<file path="src/rtl/generic_fifo_rdpf_crgn.sv">
// generic_fifo_rdpf_crgn: read-side prefetch for the 1r1w FIFO.
// Issues reads ahead of demand and absorbs memory latency in a small buffer.
module generic_fifo_rdpf_crgn #(
  parameter int DATA_WIDTH = 32,
  parameter int RD_LAT     = 1
) (
  input  logic                  clk,
  input  logic                  reset_n,
  input  logic                  clr,
  input  logic                  fifo_empty,
  output logic                  fifo_rd_op,
  input  logic [DATA_WIDTH-1:0] mem_rd_data,
  output logic                  out_valid,
  input  logic                  out_ready,
  output logic [DATA_WIDTH-1:0] out_data,
  output logic [2:0]            out_count,
  output logic                  err_ovf
);

  localparam int         OB_DEPTH = RD_LAT + 2;
  localparam logic [2:0] LAST     = 3'(OB_DEPTH - 1);
  localparam logic [2:0] FULL     = 3'(OB_DEPTH);
  localparam logic [3:0] LIMIT    = 4'(OB_DEPTH);

  logic [RD_LAT-1:0]     infl_q, infl_d;
  logic [DATA_WIDTH-1:0] buf_q [OB_DEPTH];
  logic [DATA_WIDTH-1:0] buf_d [OB_DEPTH];
  logic [2:0]            wr_ptr_q, wr_ptr_d;
  logic [2:0]            rd_ptr_q, rd_ptr_d;
  logic [2:0]            cnt_q, cnt_d;
  logic                  err_q, err_d;

  logic       ret;
  logic       pop;
  logic       drop;
  logic       cap;
  logic [3:0] inflight;
  logic [3:0] occ;

  function automatic logic [2:0] ptr_inc(input logic [2:0] p);
    return (p == LAST) ? 3'd0 : p + 3'd1;
  endfunction

  always_comb begin
    inflight = '0;
    for (int i = 0; i < RD_LAT; i++) begin
      inflight = inflight + {3'd0, infl_q[i]};
    end
  end

  // Issue only from registered state, so out_ready never reaches rd_op.
  assign occ        = {1'b0, cnt_q} + inflight;
  assign fifo_rd_op = reset_n & ~fifo_empty & ~clr & (occ < LIMIT);

  assign ret       = infl_q[RD_LAT-1];
  assign out_valid = (cnt_q != 3'd0);
  assign pop       = out_valid & out_ready;
  assign drop      = ret & (cnt_q == FULL) & ~pop;
  assign cap       = ret & ~drop;
  assign out_count = cnt_q;
  assign err_ovf   = err_q;

  always_comb begin
    out_data = '0;
    for (int i = 0; i < OB_DEPTH; i++) begin
      if (rd_ptr_q == 3'(i)) out_data = buf_q[i];
    end
  end

  always_comb begin
    infl_d    = '0;
    infl_d[0] = fifo_rd_op;
    for (int i = 1; i < RD_LAT; i++) begin
      infl_d[i] = infl_q[i-1];
    end
    buf_d    = buf_q;
    wr_ptr_d = wr_ptr_q;
    rd_ptr_d = rd_ptr_q;
    cnt_d    = cnt_q;
    err_d    = 1'b0;
    if (clr) begin
      infl_d   = '0;
      wr_ptr_d = 3'd0;
      rd_ptr_d = 3'd0;
      cnt_d    = 3'd0;
    end else begin
      if (cap) begin
        for (int i = 0; i < OB_DEPTH; i++) begin
          if (wr_ptr_q == 3'(i)) buf_d[i] = mem_rd_data;
        end
        wr_ptr_d = ptr_inc(wr_ptr_q);
      end
      if (pop) rd_ptr_d = ptr_inc(rd_ptr_q);
      cnt_d = cnt_q + {2'd0, cap} - {2'd0, pop};
      err_d = drop;
    end
  end

  always_ff @(posedge clk) begin
    if (!reset_n) begin
      infl_q   <= '0;
      wr_ptr_q <= 3'd0;
      rd_ptr_q <= 3'd0;
      cnt_q    <= 3'd0;
      err_q    <= 1'b0;
      for (int i = 0; i < OB_DEPTH; i++) begin
        buf_q[i] <= '0;
      end
    end else begin
      infl_q   <= infl_d;
      wr_ptr_q <= wr_ptr_d;
      rd_ptr_q <= rd_ptr_d;
      cnt_q    <= cnt_d;
      err_q    <= err_d;
      buf_q    <= buf_d;
    end
  end

endmodule

</file>
<file path="config.mk">
export PLATFORM = sky130hd
export DESIGN_NAME = generic_fifo_rdpf_crgn
export DESIGN_NICKNAME = d
export VERILOG_FILES = /design/src/rtl/generic_fifo_rdpf_crgn.sv
export SDC_FILE = /design/constraint.sdc
export NUM_CORES = 1
export LEC_CHECK = 0
export CAP_MARGIN = 15
export CORE_AREA = 3 3 89 134
export CTS_BUF_LIST = sky130_fd_sc_hd__clkbuf_4
export DETAILED_ROUTE_END_ITERATION = 10
export DIE_AREA = 0 0 92 137
export PLACE_DENSITY = 0.71
export SYNTH_ARGS = -nofsm -noshare
export SYNTH_HDL_FRONTEND = slang
export SYNTH_SLANG_ARGS = --single-unit
</file>
<file path="constraint.sdc">
create_clock -name clk -period 1.8 [get_ports clk]
set_input_delay 0.18 -clock clk [delete_from_list [all_inputs] [get_ports clk]]
set_output_delay 0.18 -clock clk [all_outputs]
set_load 0.005 [all_outputs]
</file>
==> run metrics, run 1 <==
# nets final=660; clock power share=32.6%; EDFF count, synth=0; CORE AREA=10900 sq um; sequential share of the synthesized area=43.1%; cell count after synthesis=526; Internal=3160 uW; total detailed-routing wirelength=12600 um; Net Sw Power=1020 uW; DR iter-0 viols=178; vias in the first global route=4261; largest net degree at the start of global routing=69; Slew headroom=55.6%; Crit-path slowest cell=dfxtp_4; DPL Wire Length=8000 um; cell breakdown of the critical path=buf_6 > buf_12 > mux2_2 > a22oi_2 > nor2_1 > buf_2; fin. max-slew vios=0; hold_buf cts=0; Placer Congestion=0.781; maximum root-to-sink buffer count=2; io pins=75; num rows=47; Buf+Inv Stages, Crit Path=3; Syn Std Cell Area=4970 sq um; clock-pin slew of the registers on the worst-case setup and hold paths=0.17 ns; PwrDens=631 nW/um^2; Die W=92 um; ranking of synthesized cells by area=dfxtp_1 (43%), mux2i_1 (20%), nand2_1 (10%), mux2_2 (7.0%), a22oi_1 (4.7%); TritonCTS clock tree=built; minimum clock period=2.02 ns; CP Max Fanout=8; Peak Freq=0.494 GHz; maximum vdd drop=0.000315 V; die area=12600 sq um; antenna violations before repair=1; critical path class=register to output pin; share of the synthesized area in the top cell type=43.1%; DRT antenna net count=0; number of port buffers=74; Num CTS Buffers=9; Detailed Routing Iterations Pass 1=4; Logic pwr share=9.9%; syn nets=568; Setup TNS=-5.34 ns; chip height=137 um; Overall Power=4180 uW; Layout area overhead=33.3%; # setup viols final=35; fin crit share=112%; drt wl/cell=16.4 um; count leader, synth=nand2_1; grt ovf=0; LEAKAGE=0.00318 uW; Max H-tree Level=3; failing checks=negative setup slack; gr usage total=20.1%; clock skew=0.0300 ns; Seq cells post-synth=107; sink count of the clock tree=107; synth cell count leaders=nand2_1 (134), dfxtp_1 (107), mux2i_1 (97); layout cells sized above 1=29.2%; switching part of the total=24.4%; crit path DAT=1.84 ns; HP Class=primary input to register; worst skew pair latency=0.48 ns; status=complete, but fails checks; slowest stage delay, CP=0.42 ns; Final Hold Fails=0; global-route wire length before repair=20400 um; DRC viols=0; setup ws final=-0.222 ns; clk root buf=clkbuf_4; largest area contributor in the netlist=dfxtp_1; dominant synthesized flop cell=dfxtp_1; Max Cap Viol=0; Sequential Power Share=57.5%; CP Launch Type=register; Post-Place Setup Slack=-0.0853 ns; CP endpoint kind=output pin; Post-synth ARST share=0%; Least-Margin Pin Slew=0.666 ns; via count=4072; via/cell ratio=5.28; Top Family by Delay on Critical Path=buffers and inverters; CP required=1.62 ns; initial core utilization=45.5%; syn avg cell area=9.45 sq um; synth warn=0; RSZ-0062 raised after global routing=yes; Synth cell types=39
==> area by class of cell <==
class	count	area, sq um
Inverter	4	15.0
Tap cell	147	184
Timing Repair Buffer	121	1150
Sequential cell	107	2160
Clock buffer	9	67.6
Antenna cell	1	2.50
Clock inverter	7	90.1
Multi-Input combinational cell	375	2960
Fill cell	957	4310
==> power groups by stage <==
stage | Sequential, uW | Combinational, uW | Clock [uW]
6_report | 2400 | 414 | 1360
5_1_grt | 2410 | 445 | 1460
4_1_cts | 2410 | 393 | 1380
3_5_place_dp | 2460 | 374 | 0
3_3_place_gp | 2450 | 367 | 0
2_1_floorplan | 2450 | 182 | 0
==> flip-flops by register name (all words and copies together), names as in the netlist <==
| name | cells |
|---|---|
| buf_q | 96 |
| out_count | 3 |
| rd_ptr_q | 3 |
| wr_ptr_q | 3 |
| err_ovf | 1 |
| infl_q | 1 |
==> routing by layer <==
layer | track usage (%) | up-vias | wire, um
li1 | - | 1991 | -
met1 | 22.7 | 1982 | 5240
met2 | 38.0 | 75 | 6730
met3 | 2.81 | 24 | 327
met4 | 7.69 | 0 | 327
met5 | 0 | - | 0
==> worst register-to-register path, cell delays in order (launching register included) <==
cell and delay, ns:
dfxtp_2 0.36, buf_6 0.11, buf_6 0.11, or3_4 0.35, nand3_4 0.08, nand2_4 0.06
ha_4 0.16, fa_2 0.50, and2_1 0.10
==> cell families (layout without fill, tap and decap cells) <==
family / after synthesis / in the layout / share of synthesized area (%)
AO/OA/AOI/OAI: 46 / 46 / 6.47
XOR/XNOR: 2 / 2 / 0.352
adder cells (fa/ha/maj): 5 / 5 / 1.41
buffers and inverters: 44 / 141 / 4.83
flip-flops: 107 / 107 / 43.1
multiplexers: 128 / 128 / 26.5
other: 0 / 1 / 0
AND/OR/NAND/NOR: 194 / 194 / 17.3
==> per-stage QoR <==
stage | instances | util (%) | cell area, sq um | hold WS [ns]
after floorplan | 526 | - | 4980 | 0.362
after global placement | 740 | 55.3 | 6050 | 0.441
after detailed placement | 740 | 55.3 | 6050 | 0.451
after CTS | 767 | 59.5 | 6510 | 0.141
after global routing | 771 | 60.6 | 6630 | 0.168
final | 771 | 60.6 | 6630 | 0.147
==> layout by cell type (no fill, tap or decap), drive strengths merged, types with 4 or more instances in the layout <==
master | netlist | final
mux2 | 31 | 31
nor2b | 4 | 4
clkdlybuf4s50 | 0 | 38
inv | 4 | 5
a21oi | 7 | 7
ha | 4 | 4
mux2i | 97 | 97
a22oi | 31 | 31
nand2 | 134 | 134
dfxtp | 107 | 107
nor2 | 34 | 34
clkbuf | 19 | 10
buf | 21 | 81
==> worst paths after layout <==
path              cells after the start  slack (ns)                      end                      from
hold / removal                        4        0.15  out_count[2]$_SDFF_PP0_                   reset_n
hold reg to reg                       2        0.47   buf_q[79]$_SDFFE_PN0P_    buf_q[79]$_SDFFE_PN0P_
setup / recovery                      6       -0.22             out_data[14]  rd_ptr_q[1]$_SDFFE_PP0N_
setup reg to reg                      8       -0.05  out_count[1]$_SDFF_PP0_   out_count[0]$_SDFF_PP0_
==> what timing repair did <==
item / in CTS / in global routing
setup buffers: 9 / 3
cloned: 2 / 0
pin swaps: 38 / 49
endpoints found under the setup margin: 36 / 37
resized for setup: 211 / 27
No activity file was read; power rests on OpenSTA's default activity.
==> run 2: changes to the inputs <==
--- a/config.mk
+++ b/config.mk
@@ -10,7 +10,7 @@
 export CTS_BUF_LIST = sky130_fd_sc_hd__clkbuf_4
 export DETAILED_ROUTE_END_ITERATION = 10
 export DIE_AREA = 0 0 92 137
-export PLACE_DENSITY = 0.71
+export DONT_BUFFER_PORTS = 1
 export SYNTH_ARGS = -nofsm -noshare
 export SYNTH_HDL_FRONTEND = slang
 export SYNTH_SLANG_ARGS = --single-unit
==> run 2 against run 1 <==
Against the previous run:
- cell count decreased by 0.52%
- design area up 1.1%
- flip-flop and latch count did not move
- critical endpoint is now out_data[18]
- worst setup slack improved by 0.19 ns
- power fell by 1.4%
- clock skew shrank 0.013 ns
- sequential power about the same
- first-iteration DRC count rose by 7.3%
- combinational power down 15%
- the run still ends with negative setup slack left
- critical path depth unchanged
- global-route usage is 1.5 points higher
- wire length up 3.6%
==> run metrics, run 2 (synthesis gave the netlist of run 1 again) <==
status=complete, but fails checks; failing checks=negative setup slack; LEAKAGE=0.00295 uW; # nets final=656; critical path class=register to output pin; HP Class=primary input to register; worst skew pair latency=0.47 ns; register name with the most flops=buf_q; RSZ-0062 raised after global routing=yes; vias in the first global route=4338; Overall Power=4120 uW; final core area utilization=61.2%; fin crit share=102%; Final Hold Fails=0; chip height=137 um; gr usage total=21.6%; Placer Congestion=0.746; sink count of the clock tree=107; fin. max-slew vios=0; Max H-tree Level=3; clock-pin slew of the registers on the worst-case setup and hold paths=0.15 ns; CP endpoint kind=output pin; DRT antenna net count=0; io pins=75; worst setup path startpoint=rd_ptr_q[1]$_SDFFE_PP0N_; Max Cap Viol=0; placed cells=657; Die W=92 um; max reg flops=96; antenna violations before repair=1; top layer in use=met4; maximum root-to-sink buffer count=2; Min-Delay Endpoint=rd_ptr_q[0]$_SDFFE_PP0N_; largest net degree at the start of global routing=82; PwrDens=616 nW/um^2; FF+latch area=2150 sq um; num rows=47; Min Hold Slack=0.0470 ns; Fill cells=940; met2 routed WL=7110 um; maximum vdd drop=0.000373 V; layout cells sized above 1=23.3%; hold path depth=2; via count=4103; Setup TNS=-0.184 ns; Worst R2R End=out_count[1]$_SDFF_PP0_; crit path DAT=1.66 ns; clock skew=0.0168 ns; Routed met1 length=5380 um; Reg2Reg Depth=6; drt wl/cell=17.0 um; CORE AREA=10900 sq um; DRC viols=0; global-route wire length before repair=21500 um; DR iter-0 viols=191; commonest non-fill, non-tap cell in the layout=nand2_1; clk root buf=clkbuf_4; CP Launch Type=register; Slew headroom=63.2%; met3 WL=365 um; TritonCTS clock tree=built; Layout area overhead=34.7%; commonest non-fill, non-tap cells in the layout=nand2_1 (134), dfxtp_1 (103), mux2i_1 (97); number of port buffers=0; minimum clock period=1.84 ns; # setup viols final=12; CP required=1.62 ns; area of the multi-input gates=2870 sq um; Worst R2R Start=out_count[0]$_SDFF_PP0_; die area=12600 sq um; initial core utilization=45.5%; Num CTS Buffers=9; setup ws final=-0.0355 ns; Least-Margin Pin Slew=0.551 ns; Detailed Routing Iterations Pass 1=4; Peak Freq=0.545 GHz; grt ovf=0; via/cell ratio=5.35; worst hold path startpoint=reset_n; DPL Wire Length=7380 um; fin cells=767; R2R Setup Slk=0.06 ns; CP Max Fanout=7; total detailed-routing wirelength=13100 um
-- run 2: cell types whose count changed in the layout (fill, tap and decap cells not counted), moves of 4 or more --
cell / before / now
buf_6: 14 / 6
a22oi_2: 31 / 27
nor2_1: 32 / 18
clkdlybuf4s50_1: 38 / 0
mux2_4: 30 / 9
a22oi_1: 0 / 4
buf_4: 21 / 14
buf_2: 33 / 0
dlygate4sd3_1: 0 / 82
mux2_2: 1 / 22
nor2_2: 2 / 16
-- run 2: per-layer routing --
metal / vias up / track usage (%)
li1: 1977 / -
met1: 2038 / 24.2
met2: 65 / 40.5
met3: 23 / 3.69
met4: 0 / 8.02
met5: - / 0
-- run 2: worst max-delay path, cell delays in order, from the launching register on --
cell	delay, ns
dfxtp_4	0.40
buf_12	0.14
nor2b_4	0.12
buf_6	0.15
buf_12	0.14
a22oi_2	0.08
nor2_2	0.17
-- run 2: what timing repair did --
item | in CTS | in global routing
pin swaps | 26 | 35
resized for setup | 50 | 35
hold endpoints to repair | 101 | 0
endpoints found under the setup margin | 32 | 34
setup buffers | 6 | 1
hold buffers | 83 | 0
gates cloned | 2 | 1
-- run 2: worst max path at each step --
| stage | end | slack, ns | cells past startpoint |
|---|---|---|---|
| floorplan | out_count[2]$_SDFF_PP0_ | 0.005 | 7 |
| global placement | out_count[2]$_SDFF_PP0_ | 0.08 | 7 |
| detailed placement | out_count[2]$_SDFF_PP0_ | 0.03 | 7 |
| CTS | out_data[20] | -0.05 | 4 |
| global route | out_data[18] | -0.11 | 6 |
| finish | out_data[18] | -0.04 | 6 |
-- run 2: through the flow --
| step | cell area (sq um) | setup WS, ns |
|---|---|---|
| 6_report | 6700 | -0.0355 |
| 4_1_cts | 6530 | -0.0499 |
| 2_1_floorplan | 4980 | 0.00535 |
| 3_5_place_dp | 5210 | 0.0340 |
| 3_3_place_gp | 5210 | 0.0808 |
| 5_1_grt | 6700 | -0.109 |
-- run 2: final cells by class --
class,instances,area share (%)
clock inverter,5,1.16
multi-input combinational,375,42.9
antenna,1,0.0374
timing repair buffer,117,19.6
tap,147,2.75
clock buffer,11,1.23
inverter,4,0.224
sequential,107,32.1
-- run 2: report_power, final --
group | switching (uW) | total, uW | internal [uW] | leakage, uW
registers | 14.2 | 2400 | 2390 | 0.000865
logic | 176 | 353 | 177 | 0.00200
clock network | 775 | 1370 | 592 | 0.0000885
